$ cat config.mk
export PLATFORM = sky130hd
export DESIGN_NAME = bank_conflict_scheduler
export DESIGN_NICKNAME = d
export VERILOG_FILES = /design/src/rtl/hdu_pkg.sv /design/src/rtl/rr_bank_arbiter.sv /design/src/rtl/bank_conflict_scheduler.sv
export SDC_FILE = /design/constraint.sdc
export NUM_CORES = 1
export LEC_CHECK = 0
export BUFFER_PORTS_ARGS = -buffer_cell sky130_fd_sc_hd__buf_2
export CAP_MARGIN = 40
export CELL_PAD_IN_SITES_DETAIL_PLACEMENT = 2
export CELL_PAD_IN_SITES_GLOBAL_PLACEMENT = 2
export CORE_MARGIN = 1
export CORE_UTILIZATION = 37
export CTS_BUF_LIST = sky130_fd_sc_hd__clkbuf_8
export DETAILED_ROUTE_END_ITERATION = 10
export GPL_TIMING_DRIVEN = 1
export PLACE_DENSITY_LB_ADDON = 0.1
export SLEW_MARGIN = 15
export SYNTH_ARGS = -nofsm -noshare
export SYNTH_HDL_FRONTEND = slang
export SYNTH_SLANG_ARGS = --single-unit
$ cat constraint.sdc
create_clock -name clk -period 13.6 [get_ports clk]
set_input_delay 2.72 -clock clk [delete_from_list [all_inputs] [get_ports clk]]
set_output_delay 2.72 -clock clk [all_outputs]
set_load 0.005 [all_outputs]
$ cat src/rtl/hdu_pkg.sv
// rtl/hdu_pkg.sv - shared lane/bank constants, pointer type and bank-index helper
package hdu_pkg;

  localparam int LANES      = 8;
  localparam int PTR_W      = 3;
  localparam int DEF_ADDR_W = 16;
  localparam int DEF_BANK_W = 5;

  // Widest address and bank select the helper below accepts.
  localparam int MAX_ADDR_W = 64;
  localparam int MAX_BANK_W = 16;

  typedef logic [PTR_W-1:0] ptr_t;

  // Bank index is the low bank_w bits of the address; callers truncate to their width.
  function automatic logic [MAX_BANK_W-1:0] bank_idx(input logic [MAX_ADDR_W-1:0] addr,
                                                    input int bank_w);
    logic [MAX_ADDR_W-1:0] mask;
    mask = (MAX_ADDR_W'(1) << bank_w) - MAX_ADDR_W'(1);
    return MAX_BANK_W'(addr & mask);
  endfunction

endpackage

$ cat src/rtl/rr_bank_arbiter.sv
// rtl/rr_bank_arbiter.sv - combinational rotating-priority grant with per-bank exclusion
module rr_bank_arbiter
  import hdu_pkg::*;
#(
  parameter int BANK_W = DEF_BANK_W
) (
  input  logic [LANES-1:0]        pend,
  input  logic [LANES*BANK_W-1:0] bank,
  input  ptr_t                    ptr,
  input  logic                    stall,
  output logic [LANES-1:0]        grant
);

  localparam int NBANKS = 1 << BANK_W;

  logic [NBANKS-1:0] used;
  logic [BANK_W-1:0] lane_bank;
  ptr_t              lane;

  // Walk lanes starting at ptr; the first pending lane to claim a bank wins it this cycle.
  always_comb begin
    grant     = '0;
    used      = '0;
    lane_bank = '0;
    lane      = ptr;
    for (int k = 0; k < LANES; k++) begin
      lane_bank = bank[int'(lane)*BANK_W +: BANK_W];
      if (!stall && pend[lane] && !used[lane_bank]) begin
        grant[lane]     = 1'b1;
        used[lane_bank] = 1'b1;
      end
      lane = lane + 1'b1;
    end
  end

endmodule

$ cat src/rtl/bank_conflict_scheduler.sv
// rtl/bank_conflict_scheduler.sv - 8-lane bank-conflict-free read scheduler; BCS_STATS_EN enables conflict_cnt
module bank_conflict_scheduler
  import hdu_pkg::*;
#(
  parameter int ADDR_W     = DEF_ADDR_W,
  parameter int Bank_Num_W = DEF_BANK_W
) (
  input  logic                    clk,
  input  logic                    rst,
  input  logic [LANES*ADDR_W-1:0] in_addr,
  input  logic [LANES-1:0]        in_valid,
  output logic [LANES-1:0]        in_ready,
  input  logic                    out_stall,
  output logic [LANES*ADDR_W-1:0] out_addr,
  output logic [LANES-1:0]        out_valid,
  output logic [31:0]             conflict_cnt
);

  logic [LANES-1:0]            pend_q, pend_d;
  logic [LANES*ADDR_W-1:0]     paddr_q, paddr_d;
  logic [LANES*ADDR_W-1:0]     out_addr_q, out_addr_d;
  logic [LANES-1:0]            out_valid_q, out_valid_d;
  ptr_t                        ptr_q, ptr_d;
  logic [LANES*Bank_Num_W-1:0] bank;
  logic [LANES-1:0]            grant;
  logic [LANES-1:0]            xfer;
  logic                        advance;

  // Bank select of every pending entry, taken from the registered address.
  always_comb begin
    bank = '0;
    for (int i = 0; i < LANES; i++) begin
      bank[i*Bank_Num_W +: Bank_Num_W] =
        Bank_Num_W'(bank_idx(MAX_ADDR_W'(paddr_q[i*ADDR_W +: ADDR_W]), Bank_Num_W));
    end
  end

  rr_bank_arbiter #(
    .BANK_W (Bank_Num_W)
  ) u_arb (
    .pend  (pend_q),
    .bank  (bank),
    .ptr   (ptr_q),
    .stall (out_stall),
    .grant (grant)
  );

  // A lane can accept when empty or when its entry leaves this cycle (no bubble).
  assign in_ready = ~pend_q | grant;
  assign xfer     = in_valid & in_ready;
  // Rotate priority only when someone pending lost out this cycle.
  assign advance  = !out_stall && (|(pend_q & ~grant));

  // Next-state for the pending slots, output stage and priority pointer.
  always_comb begin
    pend_d      = pend_q;
    paddr_d     = paddr_q;
    out_addr_d  = out_addr_q;
    out_valid_d = grant;
    ptr_d       = advance ? ptr_q + 1'b1 : ptr_q;
    for (int i = 0; i < LANES; i++) begin
      if (grant[i]) begin
        out_addr_d[i*ADDR_W +: ADDR_W] = paddr_q[i*ADDR_W +: ADDR_W];
        pend_d[i]                      = 1'b0;
      end
      if (xfer[i]) begin
        paddr_d[i*ADDR_W +: ADDR_W] = in_addr[i*ADDR_W +: ADDR_W];
        pend_d[i]                   = 1'b1;
      end
    end
  end

  // State registers; reset discards any pending work.
  always_ff @(posedge clk or posedge rst) begin
    if (rst) begin
      pend_q      <= '0;
      paddr_q     <= '0;
      out_addr_q  <= '0;
      out_valid_q <= '0;
      ptr_q       <= '0;
    end else begin
      pend_q      <= pend_d;
      paddr_q     <= paddr_d;
      out_addr_q  <= out_addr_d;
      out_valid_q <= out_valid_d;
      ptr_q       <= ptr_d;
    end
  end

  assign out_addr  = out_addr_q;
  assign out_valid = out_valid_q;

`ifdef BCS_STATS_EN
  logic [31:0] cnt_q, cnt_d;

  // Count cycles in which a pending lane was held back; saturate rather than wrap.
  always_comb begin
    cnt_d = cnt_q;
    if (advance && (cnt_q != 32'hFFFF_FFFF)) begin
      cnt_d = cnt_q + 32'd1;
    end
  end

  // Statistics register.
  always_ff @(posedge clk or posedge rst) begin
    if (rst) begin
      cnt_q <= '0;
    end else begin
      cnt_q <= cnt_d;
    end
  end

  assign conflict_cnt = cnt_q;
`else
  assign conflict_cnt = 32'd0;
`endif

endmodule

# [After elaboration in Yosys (flattened, before gate mapping)]
# Memory sizes are Yosys's and may differ from the RTL's.
# Index checks and enable logic that the tools add are counted.
[totals] regBits=275 latchBits=0 ram_bits=0 rom_bits=32 input_bits=139 output_inout_bits=176 wordCells=241 memories=1
[memory_table] name="(name not given)" depth=32 width=1 rd=1 rd_ports_with_merged_regs=0 write_ports=0 line_no="rr_bank_arbiter.sv:28" text="if (!stall && pend[lane] && !used[lane_bank]) begin"
[classes] add_sub_neg=7 n_mul=8 div_mod_pow=0 n_lt_le_gt_ge=31 n_eq_ne=0 n_shift=8 mux=92 bitwise=18 n_reduce_logical=50
[ops] cell="$shiftx A40 B32 Y5" count=8
[ops] cell="$mux W32" count=7
[ops] cell="$or A32 B32 Y32" count=6
[ops] cell="$mux W8" count=8
[ops] cell="$or A8 B8 Y8" count=8
[ops] cell="$lt A5 B6 Y1 const B" count=8
[ops] cell="$mul A3 B3 Y6 const B" count=8
[ops] cell="$mux W1" count=47
[ops] cell="$bmux W1 S5" count=7
[ops] cell="$demux W1 S5" count=7
[ops] cell="$ge A5 B1 Y1 const B" count=7
[ops] cell="$logic_and A1 B1 Y1" count=32
[ops] cell="$lt A3 B4 Y1 const B" count=8
[ops] cell="$bmux W1 S3" count=8
[ops] cell="$demux W1 S3" count=8
[ops] cell="$ge A3 B1 Y1 const B" count=8
[ops] cell="$add A3 B1 Y3 const B" count=7
[ops] cell="$and A8 B8 Y8" count=2
[ops] cell="$not A8 Y8" count=2
[ops] cell="$reduce_bool A2 Y1" count=8
[ops] cell="$logic_not A1 Y1" count=9
[ops] cell="$reduce_or A8 Y1" count=1

# [Depth between registers and ports, before layout]
# Gate-level depths: netlist of run 1.
[logic_depth] word_depth=46 ltp_mapped=44 ltp_nobuf=28

# [Modules after synthesis]
# A second synthesis of run 1 with hierarchy kept.
[unflattened] cells_unflattened=1991 area_unflattened_um2=19934.1
[modules_own_cells] mod="bank_conflict_scheduler" n_inst=1 cells_each=622 area_per_inst_um2=10553.9 seq_area_each_um2=6881.6
[modules_own_cells] mod="rr_bank_arbiter" n_inst=1 cells_each=1369 area_per_inst_um2=9380.2 seq_area_each_um2=0.0

# [Worst setup path after synthesis of run 1]
# Ideal clock, no wire load.
[synth_timing] path_type="flip-flop to output port" start="reg ptr_q[0]" end="out in_ready[7]" t_arrival_ns=8.601 required_time_ns=10.880 slack_ns=2.279 path_stages_with_launch=38 path_buffers=10 cell_sequence="dfrtp_1 > buf_4 > inv_1 > buf_2 > buf_2 > buf_1 > clkbuf_1 > ha_1 > buf_6 > buf_2 > or3b_2 > o2111a_1 > o41ai_1 > o211ai_2 > o2111ai_1 > a211oi_1 > or3_4 > nor3_4 > [2 not listed] > and2_1 > clkbuf_1 > a31o_1 > buf_2 > or4_4 > a22oi_4 > nor4_1 > a211o_1 > o311ai_1 > nand3_1 > o21ai_1 > a41oi_2 > nor3_1 > nor3_2 > o31ai_2 > mux2_2 > buf_4 > nand2_1"
[synth_via] elab_chain_cells=43 elab_cells_between_ends=183 classes_between="add/sub: 7; mul: 8; order compare: 30; shift: 8; mux: 76; bitwise: 14; reduce/logical: 39; memory: 1"
[synth_lines] item="start: declaration" line_no="bank_conflict_scheduler.sv:23" text="ptr_t ptr_q, ptr_d;"
[synth_lines] item="start signal: assignment" line_no="bank_conflict_scheduler.sv:86" text="ptr_q <= ptr_d;"
[synth_lines] item="$mul A3 B3 Y6" line_no="rr_bank_arbiter.sv:27" text="lane_bank = bank[int'(lane)*BANK_W +: BANK_W];"
[synth_lines] item="$shiftx A40 B32 Y5" line_no="rr_bank_arbiter.sv:27"
[synth_lines] item="$lt A5 B6 Y1 (not written as such), or another cell as far along" line_no="rr_bank_arbiter.sv:30" text="used[lane_bank] = 1'b1;"
[synth_lines] item="$logic_and A1 B1 Y1 (not written as such) or $mux W1 (tied branches)" line_no="rr_bank_arbiter.sv:30, rr_bank_arbiter.sv:28"
[synth_lines] item="$mux W1 (not written as such) or $logic_not A1 Y1 (tied branches)" line_no="rr_bank_arbiter.sv:30, rr_bank_arbiter.sv:28"
[synth_lines] item="$demux W1 S5 or $logic_and A1 B1 Y1 (tied branches)"
[synth_lines] item="$mux W32" line_no="rr_bank_arbiter.sv:28"
[synth_lines] item="$bmux W1 S5" line_no="rr_bank_arbiter.sv:28"
[synth_lines] item="[27 not listed]"
[synth_lines] item="$logic_and A1 B1 Y1" line_no="rr_bank_arbiter.sv:28"
[synth_lines] item="$mux W32" line_no="rr_bank_arbiter.sv:28"
[synth_lines] item="$bmux W1 S5" line_no="rr_bank_arbiter.sv:28"
[synth_lines] item="$mux W1 (not written as such)" line_no="rr_bank_arbiter.sv:28"
[synth_lines] item="$logic_not A1 Y1" line_no="rr_bank_arbiter.sv:28"
[synth_lines] item="$logic_and A1 B1 Y1" line_no="rr_bank_arbiter.sv:28"
[synth_lines] item="$mux W8 *" line_no="rr_bank_arbiter.sv:28"
[synth_lines] item="$or A8 B8 Y8 *" line_no="bank_conflict_scheduler.sv:49" text="assign in_ready = ~pend_q | grant;"
[synth_lines] item="end: declaration" line_no="bank_conflict_scheduler.sv:12" text="output logic [LANES-1:0] in_ready,"
# Mark *: on every way between the ends. The rest lies on a longest branch, timed or not. The select of a mux whose other input is x is not followed.

# [Final worst setup path of run 1]
[layout_timing] start="reg ptr_q[1]" end="out in_ready[7]"
# Same word-level chain as after synthesis.

==> reports/qor.yml, run 1 <==
yosys:
  synth.top_cells.by_count: "nand2_1, dfrtp_1, mux2_2, nor2_1, nand3_1"
  synth_seq_cells: 275
  ys_seq_area_share_pct: 32.6
  synth_largest_area_cell: "dfrtp_1"
  synthCells: 2214
  synthFlopType: "dfrtp_1"
  async_flop_share_pct: 100
  yosysTopAreaCellShare_pct: 32.6
  ys_warn_count: 0
  yosysMostFrequentCell: "nand2_1"
  ys_types: 124
  synth_edf_count: 0
  avgSynthCellArea_um2: 9.52
  synth_top_cells_by_area: "dfrtp_1, mux2_2, mux4_2, nand2_1, nor2_1"
  synth_area_um2: 21100
global_route:
  antenna_found_initial: 19
  track_usage_pct: 39.7
  grt_pass1_vias: 23768
  grt_pass1_wl_um: 168000
  grt-ovfl-total: 0
  grt_start_max_net_pins: 80
timing:
  tightest_slew_ns: 0.980
  fmax_mhz: 75.1
  timing.final.crit_share_pct: 97.9
  fin_skew_ns: 0.0549
  relSlewSlack_pct: 34.7
  layout_setup_ws_ns: 0.292
  drv_slew: 0
  setup_viol: 0
  finalSetupTns_ns: 0
  finalCriticalPeriod_ns: 13.31
  hold_viol: 0
clocking:
  cts_buffers: 47
  clk_path_buf_depth: 3
  root_buffer: "clkbuf_8"
  cts_tree: "yes"
  insertion_delay_ns: 0.64
  clkSinkCount: 275
  hold_buffers: 0
  clk_pin_slew_worst_paths_ns: 0.07
  htree_levels: 2
floorplanning:
  dieArea_um2: 57900
  io_pins: 315
  row_count: 87
  die_h_um: 241
  start_util_pct: 37.4
  dieWidth_um: 241
  core_um2: 56400
critical_path:
  rrSetupSlack_ns: 2.55
  r2r_start: "ptr_q[1]"
  critPathRequiredTime_ns: 10.88
  cp.arrival_ns: 10.59
  slowest_stage: "nor2_1"
  cp-end-kind: "primary output"
  critPathMaxStageDelay_ns: 0.70
  cp-start-kind: "flop"
  r2r-end: "paddr_q[126]"
  critical_path_class: "flop to primary output"
  reg2reg_depth: 32
  critPathMaxFanout: 64
worst_hold_path:
  hold_start: "paddr_q[29]"
  hold_end: "out_addr[29]"
  holdPathStages: 2
  worstHoldPathType: "flop to flop"
layout:
  syn_to_final_growth_pct: 17.7
  nets: 2672
  finish.utilization_pct: 44.0
  drive_above_1_share_pct: 33.7
  fin_area_um2: 24800
  nFillCells: 6144
drt:
  drt_iter0_drc: 2087
  drcViolationCount: 0
  vias: 22202
  wl_um: 119000
  wl_per_cell_um: 35.7
  ant_nets: 0
  vias_per_cell: 6.66
  drtPass1Iterations: 5
outcome:
  status: "finished, final reports clean"
placement:
  gp_congestion: 1.04
  io_buffers: 282
  placed_area_um2: 23600
  dp_slack_ns: 0.469
  post-dp-hpwl_um: 86400
run:
  drv_cap: 0
## what timing repair did
| action | CTS | global route |
|---|---|---|
| cloned | 1 | 0 |
| endpoints found under the setup margin | 6 | 8 |
| buffers inserted | 1 | 7 |
| pin swaps | 2 | 2 |
| gates resized for setup | 1 | 9 |
## registers in the layout (all words and copies together), names as in the netlist
name       flops
out_addr     128
ptr_q          3
out_valid      8
paddr_q      128
pend_q         8
## final cells by class
class,count,area [um2],area share (%)
antenna,14,35.0,0.141
clock buffer,65,895,3.61
clock inverter,18,144,0.580
inverter,36,143,0.575
multi-input combinational,1764,13300,53.7
sequential,275,6890,27.7
tap,756,946,3.81
timing repair buffer,405,2440,9.82
## worst max-delay path by stage
stage	startpoint	to	slack, ns	cells past startpoint
2_1_floorplan	ptr_q[0]	in_ready[7]	2.28	37
3_3_place_gp	out_stall	in_ready[7]	0.49	28
6_report	ptr_q[1]	in_ready[7]	0.29	31
3_5_place_dp	ptr_q[1]	in_ready[7]	0.47	30
4_1_cts	ptr_q[1]	in_ready[7]	0.10	31
5_1_grt	ptr_q[1]	in_ready[7]	-0.05	33
## layout by cell type (no fill, tap or decap), types with 28 or more instances in the layout
cell      synthesis  final
nand2_1         292    292
nand3_1          80     79
nor3_1           57     57
nand4_1          28     28
mux2_1           33     33
mux2i_1          46     46
dfrtp_1         275    274
o21ai_0          42     41
clkbuf_8          0     65
a21oi_1          63     63
buf_2            41    282
mux4_2           49     49
mux2_2          211    211
a31oi_1          49     48
inv_1            33     42
buf_4            47    113
conb_1            1     32
nor2_1          167    166
nor4_1           29     29
## through the flow
step                      hold slack [ns]  std cells
after global placement              0.440       3215
after detailed placement            0.463       3225
after global routing                0.503       3329
after floorplan                     0.432       2245
final                               0.462       3333
after CTS                           0.470       3310
## per-layer routing
layer / GRT usage [%] / part of all wire [%] / routed length, um
met4: 20.9 / 5.7 / 6820
met1: 48.1 / 38 / 45100
met5: 0 / 0.053 / 63
met3: 8.80 / 8.5 / 10100
met2: 65.8 / 48 / 56900
## cells by family (layout without fill, tap and decap cells)
family          after synthesis  after routing  share of synthesized area (%)
mux                         363            363                           22.2
fa+ha+maj                     4              4                          0.237
flops                       275            275                           32.6
simple gates                816            816                           18.7
other cells                   1             46                         0.0178
buf+inv                     207            524                           5.18
compound gates              524            524                           19.7
xor+xnor                     24             25                           1.34
## critical path: cells and delay by family (launching register included)
kind / cells / cell delay (ns)
buf+inv: 5 / 1.05
flops: 1 / 0.53
fa+ha+maj: 1 / 0.40
mux: 1 / 0.30
simple gates: 10 / 3.17
compound gates: 14 / 4.45
Power of run 1 is left out: the tool's default activity adds up to more than one toggle a clock period on the data nets, which glitch-free logic cannot reach.
==> run 2, diff against run 1 <==
- PLACE_DENSITY: not set -> 0.93
- PLACE_DENSITY_LB_ADDON: 0.1 -> not set
==> reports/qor.yml, run 2 <==
floorplanning:
  dieWidth_um: 241
  start_util_pct: 37.4
  die_h_um: 241
  io_pins: 315
  row_count: 87
clocking:
  htree_levels: 2
  cts_buffers: 45
  clkSinkCount: 275
  root_buffer: "clkbuf_8"
  clk_path_buf_depth: 3
timing:
  worst_endpoint_kind: "primary output"
  postGrtWorstEndpoint: "in_ready[7]"
yosys:
  yosysTopAreaCellShare_pct: 32.6
  ys_seq_area_share_pct: 32.6
  synth_top_cells_by_area: "dfrtp_1, mux2_2, mux4_2, nand2_1, nor2_1"
  ys_types: 124
  synth_seq_cells: 275
  avgSynthCellArea_um2: 9.52
  synthCells: 2214
  synthFlopType: "dfrtp_1"
  yosysMostFrequentCell: "nand2_1"
  synth_area_um2: 21100
  synth.top_cells.by_count: "nand2_1, dfrtp_1, mux2_2, nor2_1, nand3_1"
  ys_warn_count: 0
  synth_largest_area_cell: "dfrtp_1"
  async_flop_share_pct: 100
  synth_edf_count: 0
placement:
  post-dp-hpwl_um: 93700
  gp_congestion: 1.04
  io_buffers: 282
global_route:
  track_usage_pct: 75.0
  grt-ovfl-total: 105
  antenna_found_initial: 53
  grt_start_max_net_pins: 127
outcome:
  tool.error: "[ERROR GRT-0232] Routing congestion too high. Check the congestion heatmap in the GUI."
  stop_stage: "5_1_grt"
  status: "stopped before the end"
[run 2: cell counts after synthesis]
No cell type changed its count.
[run 2: logic make-up after synthesis]
group / count (synthesis) / share of synthesized area [%]
and+or+nand+nor: 816 / 18.7
AOI/OAI and AO/OA: 524 / 19.7
muxes: 363 / 22.2
DFF: 275 / 32.6
buffers and inverters: 207 / 5.18
xor gates and xnor gates: 24 / 1.34
adders and majority gates: 4 / 0.237
other: 1 / 0.0178
[run 2: through the flow]
step	instances	utilization [%]	hold WS, ns	area, um2	setup WS [ns]
2_1_floorplan	2245	-	0.432	21200	2.28
3_3_place_gp	3194	41.3	0.441	23300	0.551
3_5_place_dp	3210	41.7	0.471	23500	0.0334
4_1_cts	3295	43.5	0.507	24500	0.0681
[run 2: timing repair]
action / in CTS
endpoints found under the setup margin: 8
hold buffers: 0
pin swaps: 4
buffers inserted: 7
resized for setup: 15
gates cloned: 1
[run 2: per-layer routing]
metal | GRT usage, % | GRT overflow
met1 | 74.5 | 6
met2 | 87.0 | 43
met3 | 65.0 | 9
met4 | 73.5 | 47
met5 | 43.3 | 0
==> run 3, diff against run 2 <==
- CELL_PAD_IN_SITES_DETAIL_PLACEMENT: 2 -> not set
- CELL_PAD_IN_SITES_GLOBAL_PLACEMENT: 2 -> not set
- CORE_UTILIZATION: 37 -> 40
- CTS_BUF_LIST: sky130_fd_sc_hd__clkbuf_8 -> not set
- PLACE_DENSITY: 0.93 -> not set
- PLACE_DENSITY_LB_ADDON: not set -> 0.15
==> reports/qor.yml, run 3 (synthesized netlist as in run 1, its figures left out) <==
clocking:
  clk_pin_slew_worst_paths_ns: 0.06
  hold_buffers: 0
  cts-resized-gates: 0
  htree_levels: 1
  insertion_delay_ns: 0.62
  root_buffer: "clkbuf_16"
  clk_path_buf_depth: 3
  cts_buffers: 30
  clkSinkCount: 275
  cts_tree: "yes"
  post_cts_buffers: 0
outcome:
  status: "finished, final reports clean"
floorplanning:
  row_count: 83
  dieWidth_um: 232
  start_util_pct: 40.8
  io_pins: 315
  dieArea_um2: 53600
  core_um2: 51700
  die_h_um: 232
global_route:
  grt_start_max_net_pins: 119
  antenna_found_initial: 9
  grt-ovfl-total: 0
  track_usage_pct: 36.1
  grt_pass1_wl_um: 144000
  grt_pass1_vias: 21183
drt:
  ant_nets: 0
  wl_per_cell_um: 30.6
  vias: 21412
  vias_per_cell: 6.67
  drcViolationCount: 0
  drtPass1Iterations: 6
  wl_um: 98200
  drt_iter0_drc: 2773
placement:
  gp_congestion: 1.04
  post-dp-hpwl_um: 76000
  io_buffers: 282
critical_path:
  cp-start-kind: "flop"
  critPathRequiredTime_ns: 10.88
  cp-end-kind: "primary output"
  slowest_stage: "mux4_2"
  critPathMaxFanout: 25
  critical_path_class: "flop to primary output"
  critPathMaxStageDelay_ns: 0.75
  cp.arrival_ns: 10.49
timing:
  finalCriticalPeriod_ns: 13.21
  rsz0062_at_grt: "false"
  fin_skew_ns: 0.0570
  drv_slew: 0
  hold_viol: 0
  setup_viol: 0
  timing.final.crit_share_pct: 97.1
  tightest_slew_ns: 0.921
  finalSetupTns_ns: 0
  fmax_mhz: 75.7
  relSlewSlack_pct: 38.1
layout:
  layout_commonest_cell: "nand2_1"
  nFillCells: 5035
  final_cell_mix: "nand2_1, buf_2, dfrtp_1"
  syn_to_final_growth_pct: 16.7
  nets: 2649
  drive_above_1_share_pct: 33.1
worst_hold_path:
  worstHoldPathType: "flop to flop"
run:
  drv_cap: 0
run 3: layout make-up:
type                       count  area [um2]  share of cell area [%]
antenna                        1        2.50                  0.0102
clock buffer                  44         883                    3.59
multi-input combinational   1764       13300                    54.1
inverter                      36         143                   0.580
tap                          680         851                    3.46
timing repair buffer         399        2400                    9.76
clock inverter                12         114                   0.463
sequential                   275        6890                    28.0
run 3: final timing paths:
check                       startpoint           end  slack [ns]  cells past startpoint
max in group asynchronous          rst   paddr_q[17]        9.34                      7
min                        paddr_q[55]  out_addr[55]        0.46                      2
min reg2reg                paddr_q[55]  out_addr[55]        0.46                      2
max                           ptr_q[0]   in_ready[7]        0.39                     28
min in group asynchronous          rst  paddr_q[122]        2.02                      2
max reg2reg                   ptr_q[0]      ptr_q[0]        2.49                     29
run 3: worst max-delay path: cells and delay by family (launching register included):
| family | cells | cell delay (ns) |
|---|---|---|
| compound gates | 12 | 3.93 |
| xor+xnor | 2 | 0.99 |
| fa+ha+maj | 1 | 0.48 |
| buf+inv | 3 | 0.57 |
| flops | 1 | 0.63 |
| mux | 2 | 1.01 |
| simple gates | 8 | 2.28 |
run 3: metal layers:
layer | share of wire (%) | track usage [%]
met5 | 0.10 | 0
met4 | 4.9 | 15.1
met3 | 11 | 9.29
met2 | 45 | 56.3
met1 | 39 | 47.4
run 3: per-stage QoR:
stage | hold WS, ns | std cells | instance area, um2 | util [%] | setup slack, ns
2_1_floorplan | 0.432 | 2245 | 21200 | - | 2.28
3_3_place_gp | 0.441 | 3138 | 23300 | 45.1 | 0.479
3_5_place_dp | 0.451 | 3152 | 23500 | 45.5 | 0.732
4_1_cts | 0.464 | 3208 | 24500 | 47.4 | 0.394
5_1_grt | 0.486 | 3210 | 24600 | 47.5 | 0.00287
6_report | 0.461 | 3211 | 24600 | 47.6 | 0.391
Power of run 3 is left out for the same reason.
